[config.mk]
export PLATFORM = sky130hd
export DESIGN_NAME = usb_fs_host_tx
export DESIGN_NICKNAME = d
export VERILOG_FILES = /design/src/rtl/usb_fs_host_tx.sv
export SDC_FILE = /design/constraint.sdc
export NUM_CORES = 1
export LEC_CHECK = 0
export CORE_MARGIN = 10
export CORE_UTILIZATION = 50
export CTS_BUF_LIST = sky130_fd_sc_hd__clkbuf_8 sky130_fd_sc_hd__clkbuf_16
export CTS_CLUSTER_SIZE = 40
export DETAILED_ROUTE_END_ITERATION = 12
export MAX_ROUTING_LAYER = met4
export PLACE_DENSITY_LB_ADDON = 0.15
export SYNTH_ARGS = -nofsm -noshare
export SYNTH_HDL_FRONTEND = slang
export SYNTH_SLANG_ARGS = --single-unit
[constraint.sdc]
create_clock -name clk48_host -period 6.4 [get_ports clk48_host]
set_clock_uncertainty 0.05 [all_clocks]
set_input_delay 1.28 -clock clk48_host [delete_from_list [all_inputs] [get_ports clk48_host]]
set_output_delay 1.28 -clock clk48_host [all_outputs]
set_load 0.01 [all_outputs]
[src/rtl/usb_fs_host_tx.sv]
// USB full-speed host transmitter: serialises bytes with SYNC, NRZI coding,
// bit stuffing and EOP onto the D+/D- drivers, one bit per CLKS_PER_BIT clocks.
module usb_fs_host_tx #(
   parameter int CLKS_PER_BIT = 4
) (
   input  logic       clk48_host,
   input  logic       reset,
   input  logic [7:0] tx_data,
   input  logic       tx_valid,
   input  logic       tx_last,
   output logic       tx_ready,
   output logic       usb_d_p_o,
   output logic       usb_d_n_o,
   output logic       usb_tx_en,
   output logic       busy,
   output logic       underflow
);

   localparam int              CNT_W    = (CLKS_PER_BIT > 1) ? $clog2(CLKS_PER_BIT) : 1;
   localparam logic [CNT_W-1:0] PH_LAST = CNT_W'(CLKS_PER_BIT - 1);
   localparam logic [7:0]      SYNC_PAT = 8'h80;

   typedef enum logic [2:0] {IDLE, SYNC, DATA, EOP_SE0, EOP_J} state_t;

   state_t           state;
   logic [CNT_W-1:0] phase;
   logic [2:0]       bit_idx;
   logic [2:0]       ones;
   logic [7:0]       shift;
   logic             last_q;
   logic             line_j;

   logic bit_end;
   logic stuff_now;
   logic byte_done;
   logic fetch;
   logic launch;
   logic launch_bit;
   logic nxt_j;

   function automatic logic nrzi(input logic cur_j, input logic b);
      return b ? cur_j : ~cur_j;
   endfunction

   assign bit_end   = (phase == PH_LAST);
   assign stuff_now = (ones == 3'd6);
   // bit_idx is the next bit to send; it wraps to 0 once bit 7 has gone out
   assign byte_done = (bit_idx == 3'd0);
   assign fetch     = ((state == IDLE) && tx_valid) ||
                      ((state == DATA) && bit_end && !stuff_now && byte_done && !last_q && tx_valid);
   assign nxt_j     = nrzi(line_j, launch_bit);

   always_comb begin
      launch     = 1'b0;
      launch_bit = 1'b0;
      case (state)
         IDLE: begin
            if (tx_valid) begin
               launch     = 1'b1;
               launch_bit = SYNC_PAT[0];
            end
         end
         SYNC: begin
            if (bit_end) begin
               launch     = 1'b1;
               launch_bit = byte_done ? shift[0] : SYNC_PAT[bit_idx];
            end
         end
         DATA: begin
            if (bit_end) begin
               if (stuff_now) begin
                  launch     = 1'b1;
                  launch_bit = 1'b0;
               end else if (!byte_done) begin
                  launch     = 1'b1;
                  launch_bit = shift[bit_idx];
               end else if (fetch) begin
                  launch     = 1'b1;
                  launch_bit = tx_data[0];
               end
            end
         end
         default: ;
      endcase
   end

   always_ff @(posedge clk48_host) begin
      if (fetch) shift <= tx_data;
   end

   always_ff @(posedge clk48_host or posedge reset) begin
      if (reset) begin
         state     <= IDLE;
         phase     <= '0;
         bit_idx   <= '0;
         ones      <= '0;
         last_q    <= 1'b0;
         line_j    <= 1'b1;
         usb_tx_en <= 1'b0;
         usb_d_p_o <= 1'b1;
         usb_d_n_o <= 1'b0;
         tx_ready  <= 1'b0;
         busy      <= 1'b0;
         underflow <= 1'b0;
      end else begin
         tx_ready  <= 1'b0;
         underflow <= 1'b0;

         if (launch) begin
            line_j    <= nxt_j;
            usb_d_p_o <= nxt_j;
            usb_d_n_o <= ~nxt_j;
            ones      <= launch_bit ? ones + 3'd1 : 3'd0;
         end

         if (state == IDLE) phase <= '0;
         else               phase <= bit_end ? '0 : phase + 1'b1;

         case (state)
            IDLE: begin
               if (tx_valid) begin
                  state     <= SYNC;
                  tx_ready  <= 1'b1;
                  usb_tx_en <= 1'b1;
                  busy      <= 1'b1;
                  bit_idx   <= 3'd1;
                  last_q    <= tx_last;
               end
            end
            SYNC: begin
               if (bit_end) begin
                  bit_idx <= bit_idx + 3'd1;
                  if (byte_done) state <= DATA;
               end
            end
            DATA: begin
               // a pending stuffed bit always goes out before the byte fetch or EOP
               if (bit_end && !stuff_now) begin
                  if (!byte_done) begin
                     bit_idx <= bit_idx + 3'd1;
                  end else if (fetch) begin
                     tx_ready <= 1'b1;
                     last_q   <= tx_last;
                     bit_idx  <= 3'd1;
                  end else begin
                     state     <= EOP_SE0;
                     underflow <= !last_q;
                     usb_d_p_o <= 1'b0;
                     usb_d_n_o <= 1'b0;
                  end
               end
            end
            EOP_SE0: begin
               if (bit_end) begin
                  if (bit_idx == 3'd1) begin
                     state     <= EOP_J;
                     bit_idx   <= 3'd0;
                     usb_d_p_o <= 1'b1;
                     usb_d_n_o <= 1'b0;
                  end else begin
                     bit_idx <= bit_idx + 3'd1;
                  end
               end
            end
            EOP_J: begin
               if (bit_end) begin
                  state     <= IDLE;
                  usb_tx_en <= 1'b0;
                  busy      <= 1'b0;
                  line_j    <= 1'b1;
               end
            end
            default: state <= IDLE;
         endcase
      end
   end

endmodule

==> results.sh, run 1 <==
export IMPL_maxCapViolations=0
export IMPL_io_buffers=17
export IMPL_highest_layer="met4"
export IMPL_fmax_mhz=321
export IMPL_rows=19
export IMPL_yosys_warnings=0
export IMPL_grt_first_pass_wirelength_um=5280
export IMPL_coreArea_um2=2780
export IMPL_fin_util_pct=60.5
export IMPL_end_kind="flop"
export IMPL_hold_violations=0
export IMPL_final_max_slew_viol_count=0
export IMPL_crit_chain="clkdlybuf4s50_1 > nand2b_2 > a311oi_2 > o21bai_1 > or4_4 > a31oi_1"
export IMPL_area_delta_synth_final_pct=14.9
export IMPL_dr_wl_met2_um=1480
export IMPL_critPathKind="in2reg"
export IMPL_clk_latency_ns=0.27
export IMPL_hp_start="phase[0]"
export IMPL_clk_path_buf_depth=2
export IMPL_synth_edf_count=8
export IMPL_tns_ns=0
export IMPL_path_clk_slew_ns=0.09
export IMPL_drtPass1Iterations=4
export IMPL_synthCells=139
export IMPL_grt_ovfl_total=0
export IMPL_async_flop_share_pct=69.2
export IMPL_n_antenna_cell=0
export IMPL_cts_sinks=26
export IMPL_drc_errors=0
export IMPL_cts_tree="yes"
export IMPL_power_uw=667
export IMPL_status="complete, no violations"
export IMPL_cp_start_kind="input pin"
export IMPL_tightest_slew_ns=1.09
export IMPL_critical_path_top_delay_family="compound AO/OA/AOI/OAI gates"
export IMPL_grt_max_degree=19
export IMPL_cp_slowest_cell="clkdlybuf4s50_1"
export IMPL_root_buffer="clkbuf_8"
export IMPL_nets=173
export IMPL_cts_repair_resized=0
export IMPL_antenna_found_initial=0
export IMPL_cts_buffers=3
export IMPL_met1_length_um=1420
export IMPL_post_route_period_util_pct=48.6
export IMPL_crit_start="tx_valid"
export IMPL_period_needed_ns=3.11
export IMPL_die_area_um2=5490
export IMPL_vias=1098
export IMPL_dp_final_hpwl_um=2410
export IMPL_initial_utilization_pct=52.6
export IMPL_postCtsSetupBuffers=0
export IMPL_synth_largest_area_cell="dfrtp_1"
export IMPL_hold_buffers=0
export IMPL_synth_seq_cells=26
export IMPL_cp_required_ns=6.55
export IMPL_cp_num_buf_inv=1
export IMPL_pre_cts_ws_ns=3.00
export IMPL_ys_flop_type="dfrtp_1"
export IMPL_ant_nets=0
export IMPL_synth_area_top_cells="dfrtp_1, edfxtp_1, ha_1"
export IMPL_syn_area_um2=1460
export IMPL_critical_path_arrival_ns=3.26
export IMPL_die_h_um=74.1
export IMPL_fin_ws_ns=3.29
export IMPL_synthDistinctLibCells=49
export IMPL_r2r_start="bit_idx[0]"
export IMPL_htree_num_levels=1
export IMPL_wl_met3_um=100
export IMPL_grt_pass1_vias=1112
export IMPL_fp_dieW_um=74.1
export IMPL_wirelength_um=3030
export IMPL_rsz0062_at_grt="false"
export IMPL_netlist_area_leader_share_pct=27.4
export IMPL_grt_use_total_pct=12.4
export IMPL_slew_headroom_pct=26.6
export IMPL_hp_class="reg2reg"
export IMPL_syn_avg_cell_area_um2=10.5
export IMPL_drive_gt1_share_pct=13.1
export IMPL_irDropWorstVdd_uv=263
export IMPL_worstPathMaxFanout=6
export IMPL_setup_viol=0
export IMPL_wire_per_inst_um=16.5
export IMPL_power_density_nw_per_um2=397
export IMPL_gp_routability_congestion=0.883
export IMPL_p_leak_uw=0.000656
export IMPL_synth_fp_nets=158
export IMPL_drtIter0Drc=82
export IMPL_cpPeakStageDelay_ns=0.57
export IMPL_vias_per_cell=5.97
export IMPL_yosysSeqAreaShare_pct=47.4
export IMPL_ios=18
## where the power goes
group / leakage (uW) / switching (uW) / total, uW / internal [uW]
clock network: 0.0000269 / 50.9 / 93.9 / 43.0
logic: 0.000340 / 150 / 288 / 139
registers: 0.000290 / 60.2 / 285 / 224
total: 0.000656 / 261 / 667 / 406
## cell usage in the layout (no fill, tap or decap), types with 2 or more instances in the layout
master,count
edfxtp_1,8
nand3_1,4
clkdlybuf4s50_1,17
inv_1,9
and2_1,2
ha_1,7
clkbuf_8,3
dfrtp_1,16
a21oi_1,8
o2111ai_1,2
dfstp_2,2
nor3_1,3
a31oi_1,5
o21ai_0,9
o21bai_1,4
nor2b_1,2
nand2_1,12
nor2_1,8
mux2_2,2
a31o_2,2
mux2i_1,2
## worst reg2reg max path, cell delays in order, from the launching register on
cell and delay, ns:
dfrtp_1 0.53, inv_1 0.11, ha_1 0.28, nor2b_2 0.22, a311oi_2 0.25, o21bai_1 0.21
or4_4 0.57, a31oi_1 0.21
## cell families (layout without fill, tap and decap cells)
group / count (synthesis) / in the layout / share of synthesized area (%)
buffers and inverters: 15 / 29 / 4.53
DFF: 26 / 26 / 47.4
muxes: 5 / 5 / 4.44
and+or+nand+nor: 45 / 45 / 17.8
AOI/OAI and AO/OA: 41 / 41 / 19.9
adders and majority gates: 7 / 7 / 5.98
## registers in the layout (all words and copies together), names as in the netlist
| signal | flops |
|---|---|
| bit_idx | 3 |
| usb_d_n_o | 1 |
| underflow | 1 |
| tx_ready | 1 |
| shift | 8 |
| ones | 3 |
| line_j | 1 |
| state | 3 |
| phase | 2 |
| busy | 1 |
| usb_d_p_o | 1 |
| last_q | 1 |
## per-layer routing
layer,up-vias,track usage [%]
li1,541,-
met1,537,16.0
met2,17,19.7
met3,3,1.73
met4,0,3.73
met5,-,-
## worst paths after layout
check | to | slack [ns] | cells past startpoint
max reg2reg | usb_d_p_o | 3.91 | 7
min | phase[0] | 0.39 | 1
max in group asynchronous | state[1] | 4.49 | 2
min reg2reg | phase[0] | 0.39 | 1
min in group asynchronous | phase[0] | 1.37 | 2
max | usb_d_p_o | 3.29 | 6
## synth_stat cells, types with 3 or more instances
master    number
dfrtp_1       16
a31oi_1        5
nor3_1         3
buf_2          4
o21bai_1       4
a21oi_1        8
inv_1          8
edfxtp_1       8
o21ai_0        9
nor2_1         8
ha_1           7
nand2_1       12
nand3_1        4
## through the flow
step,area (um2),hold WS (ns),cells
floorplan,1460,0.365,139
global placement,1640,0.378,180
CTS,1680,0.404,184
detailed placement,1640,0.392,180
finish,1680,0.395,184
global route,1680,0.417,184
## layout make-up
cell class / count / area, um2
inverters: 8 / 30.0
fillers: 248 / 1100
repair buffers: 17 / 170
multi-input cells: 98 / 704
well taps: 31 / 38.8
clock buffers: 3 / 41.3
flip-flops and latches: 26 / 693
clock inverters: 1 / 3.75
Note: power is estimated with default switching activity, not from simulation.
==> run 2, diff against run 1 <==
clock period = 3 ns   (was 6.4 ns; I/O delays follow)
==> results.sh, run 2 (synthesis results as in run 1) <==
export IMPL_fill_cells=232
export IMPL_fp_dieW_um=74.1
export IMPL_ios=18
export IMPL_place_area_um2=1640
export IMPL_io_buffers=17
export IMPL_min_path_cells=1
export IMPL_cp_num_buf_inv=1
export IMPL_fmax_mhz=406
export IMPL_status="complete, no violations"
export IMPL_postCtsSetupBuffers=0
export IMPL_final_max_slew_viol_count=0
export IMPL_htree_num_levels=1
export IMPL_largest_reg_flops=8
export IMPL_root_buffer="clkbuf_8"
export IMPL_cpPeakStageDelay_ns=0.56
export IMPL_critical_path_top_delay_family="simple AND/OR/NAND/NOR gates"
export IMPL_final_common_cell="clkdlybuf4s50_1"
export IMPL_p_leak_uw=0.000663
export IMPL_cp_start_kind="flop"
export IMPL_cts_buffers=3
export IMPL_drtIter0Drc=40
export IMPL_irDropWorstVdd_uv=624
export IMPL_grt_use_total_pct=12.0
export IMPL_post_route_period_util_pct=82.1
export IMPL_rsz0062_at_grt="false"
export IMPL_rows=19
export IMPL_clk_latency_ns=0.27
export IMPL_critical_path_arrival_ns=2.56
export IMPL_setup_viol=0
export IMPL_cp_slowest_cell="or4_4"
export IMPL_die_h_um=74.1
export IMPL_gp_routability_congestion=0.879
export IMPL_tightest_slew_ns=1.09
export IMPL_drtPass1Iterations=4
export IMPL_cts_tree="yes"
export IMPL_area_delta_synth_final_pct=16.1
export IMPL_nets=174
export IMPL_hold_violations=0
export IMPL_clk_path_buf_depth=2
export IMPL_maxCapViolations=0
export IMPL_drive_gt1_share_pct=14.3
export IMPL_wire_per_inst_um=16.2
export IMPL_die_area_um2=5490
export IMPL_r2r_end="usb_d_n_o"
export IMPL_top_register="shift"
export IMPL_cts_repair_resized=0
export IMPL_antenna_found_initial=0
export IMPL_tns_ns=0
export IMPL_path_clk_slew_ns=0.09
export IMPL_cp_required_ns=3.10
export IMPL_register_area_um2=693
export IMPL_end_kind="flop"
export IMPL_hp_class="reg2reg"
export IMPL_hold_buffers=0
export IMPL_multiInputGateArea_um2=704
export IMPL_crit_chain="inv_1 > ha_1 > nor2b_2 > a311oi_2 > o21bai_1 > or4_4 > nor4bb_1"
export IMPL_grt_ovfl_total=0
export IMPL_worstPathMaxFanout=7
export IMPL_crit_cells=7
export IMPL_slew_headroom_pct=26.7
export IMPL_vias_per_cell=5.96
export IMPL_wirelength_um=3000
export IMPL_n_antenna_cell=0
export IMPL_grt_pass1_vias=1089
export IMPL_vias=1102
export IMPL_endpoint="usb_d_n_o"
export IMPL_initial_utilization_pct=52.6
export IMPL_drc_errors=0
export IMPL_grt_max_degree=19
export IMPL_layout_common_cells="clkdlybuf4s50_1, dfrtp_1, nand2_1, o21ai_0"
export IMPL_period_needed_ns=2.46
export IMPL_rr_worst_depth=7
export IMPL_dp_final_hpwl_um=2370
export IMPL_cts_sinks=26
export IMPL_crit_start="bit_idx[0]"
export IMPL_ant_nets=0
export IMPL_power_density_nw_per_um2=854
export IMPL_r2r_start="bit_idx[0]"
export IMPL_coreArea_um2=2780
export IMPL_critPathKind="reg2reg"
export IMPL_design_area_um2=1700
export IMPL_r2r_setup_slack_ns=0.54
export IMPL_grt_first_pass_wirelength_um=5010
## run 2: changes by cell type in the layout (fill, tap and decap cells not counted)
cell and change:
clkbuf_8 +1, buf_4 +1, inv_1 -1
## run 2: cell type report
type / instances / share of cell area (%)
Clock buffer: 4 / 3.24
Inverter: 8 / 1.77
Multi-Input combinational cell: 98 / 41.5
Sequential cell: 26 / 40.8
Tap cell: 31 / 2.28
Timing Repair Buffer: 18 / 10.5
## run 2: power by group
group          internal, uW  switching [uW]  total, uW
Combinational           301             323        623
Sequential              479             125        604
Clock                   117             107        225
## run 2: how the worst min path moves through the flow
stage / from / endpoint
final: phase[0] / phase[0]
after global routing: phase[0] / phase[0]
after CTS: phase[0] / phase[0]
after detailed placement: phase[0] / phase[0]
after global placement: phase[0] / phase[0]
after floorplan: phase[0] / phase[0]
## run 2: per-stage QoR
stage / setup WS (ns) / power [uW] / cells / hold WS, ns / util (%)
after floorplan: 0.827 / 1070 / 139 / 0.365 / -
after global placement: 0.351 / 1210 / 181 / 0.378 / 59.1
after detailed placement: 0.288 / 1240 / 181 / 0.389 / 59.1
after CTS: 0.541 / 1460 / 185 / 0.402 / 61.1
after global routing: 0.375 / 1580 / 185 / 0.419 / 61.1
final: 0.536 / 1450 / 185 / 0.395 / 61.1
## run 2: metal layers
metal / GRT usage [%] / routed length [um] / up-vias
li1: - / - / 547
met1: 14.7 / 1400 / 530
met2: 19.0 / 1450 / 20
met3: 2.39 / 109 / 5
met4: 4.35 / 43 / 0
met5: - / 0 / -
==> run 3, diff against run 2 <==
clock period = 2.3 ns   (was 3 ns; I/O delays follow)
==> results.sh, run 3 (synthesis results as in run 1) <==
export IMPL_antenna_found_initial=0
export IMPL_top_register="shift"
export IMPL_area_delta_synth_final_pct=22.5
export IMPL_initial_utilization_pct=52.6
export IMPL_nets=185
export IMPL_fp_dieW_um=74.1
export IMPL_io_buffers=17
export IMPL_largest_reg_flops=8
export IMPL_layout_common_cells="clkdlybuf4s50_1, dfrtp_1, nand2_1, buf_4, o21ai_0"
export IMPL_clk_latency_ns=0.27
export IMPL_die_h_um=74.1
export IMPL_vias_per_cell=5.86
export IMPL_grt_ovfl_total=0
export IMPL_grt_pass1_vias=1146
export IMPL_register_area_um2=693
export IMPL_critical_path_arrival_ns=2.27
export IMPL_dp_cells=192
export IMPL_postCtsSetupBuffers=0
export IMPL_setup_viol=0
export IMPL_wire_per_inst_um=16.3
export IMPL_fin_cells=196
export IMPL_n_antenna_cell=0
export IMPL_status="complete, no violations"
export IMPL_critPathKind="reg2reg"
export IMPL_tns_ns=0
export IMPL_dp_final_hpwl_um=2530
export IMPL_drtIter0Drc=71
export IMPL_path_clk_slew_ns=0.09
export IMPL_hp_class="reg2reg"
export IMPL_irDropWorstVdd_uv=816
export IMPL_fin_ws_ns=0.147
export IMPL_multiInputGateArea_um2=704
export IMPL_cts_buffers=3
export IMPL_hold_violations=0
export IMPL_post_route_period_util_pct=93.6
export IMPL_final_common_cell="clkdlybuf4s50_1"
export IMPL_cp_start_kind="flop"
export IMPL_cts_tree="yes"
export IMPL_maxCapViolations=0
export IMPL_drc_errors=0
export IMPL_fmax_mhz=464
export IMPL_gp_routability_congestion=0.944
export IMPL_final_max_slew_viol_count=0
export IMPL_rows=19
export IMPL_vias=1148
export IMPL_pre_cts_ws_ns=-0.0524
export IMPL_fill_cells=227
export IMPL_tightest_slew_ns=0.680
export IMPL_coreArea_um2=2780
export IMPL_htree_num_levels=1
export IMPL_ant_nets=0
export IMPL_cts_repair_resized=0
export IMPL_die_area_um2=5490
export IMPL_clk_path_buf_depth=2
export IMPL_end_kind="flop"
export IMPL_grt_use_total_pct=12.9
export IMPL_drive_gt1_share_pct=20.0
export IMPL_ios=18
export IMPL_grt_max_degree=19
export IMPL_wirelength_um=3190
export IMPL_rsz0062_at_grt="false"
export IMPL_power_density_nw_per_um2=1140
export IMPL_hold_buffers=0
export IMPL_period_needed_ns=2.15
export IMPL_slew_headroom_pct=54.6
export IMPL_fin_util_pct=64.5
export IMPL_cts_sinks=26
export IMPL_cp_required_ns=2.42
export IMPL_p_leak_uw=0.000724
export IMPL_drtPass1Iterations=6
export IMPL_worstPathMaxFanout=5
export IMPL_root_buffer="clkbuf_8"
export IMPL_grt_first_pass_wirelength_um=5460
-- run 3: cell types whose count changed in the layout (fill, tap and decap cells not counted), sizes merged --
cell  change
buf      +11
-- run 3: metrics by stage --
step | hold WS [ns] | power, uW | cell area (um2)
6_report | 0.394 | 2040 | 1790
5_1_grt | 0.427 | 2210 | 1790
4_1_cts | 0.402 | 2040 | 1790
3_5_place_dp | 0.389 | 1710 | 1730
3_3_place_gp | 0.379 | 1660 | 1730
2_1_floorplan | 0.347 | 1390 | 1460
-- run 3: routing by layer --
layer / vias up / global-route usage [%] / routed length (um)
li1: 570 / - / -
met1: 558 / 16.6 / 1450
met2: 18 / 20.6 / 1570
met3: 2 / 2.39 / 159
met4: 0 / 2.48 / 8
met5: - / - / 0
-- run 3: final cells by class --
type,count,share of cell area [%]
clock buffer,4,3.70
tap,31,2.16
timing repair buffer,29,14.5
multi-input combinational,98,39.3
inverter,8,1.67
sequential,26,38.7
-- run 3: power breakdown --
part | leakage [uW] | total, uW | switching (uW) | internal (uW)
clock | 0.0000339 | 332 | 143 | 189
sequential | 0.000290 | 751 | 127 | 624
combinational | 0.000400 | 953 | 487 | 467
-- run 3: critical path: stages (launching register included) --
cell and delay (ns):
dfrtp_1 0.38, inv_1 0.08, ha_1 0.24, nor2b_2 0.29
mux2i_1 0.26, nor4_2 0.07, buf_4 0.16, o21ai_0 0.20
nor4bb_1 0.32
-- run 3: worst paths after layout --
check / from / end / slack (ns) / cells past startpoint
worst max-delay path: bit_idx[1] / usb_d_n_o / 0.15 / 8
worst min-delay path: phase[0] / phase[0] / 0.39 / 1
worst max register to register: bit_idx[1] / usb_d_n_o / 0.15 / 8
worst min register to register: phase[0] / phase[0] / 0.39 / 1
max in group asynchronous: reset / bit_idx[1] / 1.23 / 2
min in group asynchronous: reset / state[2] / 0.53 / 2
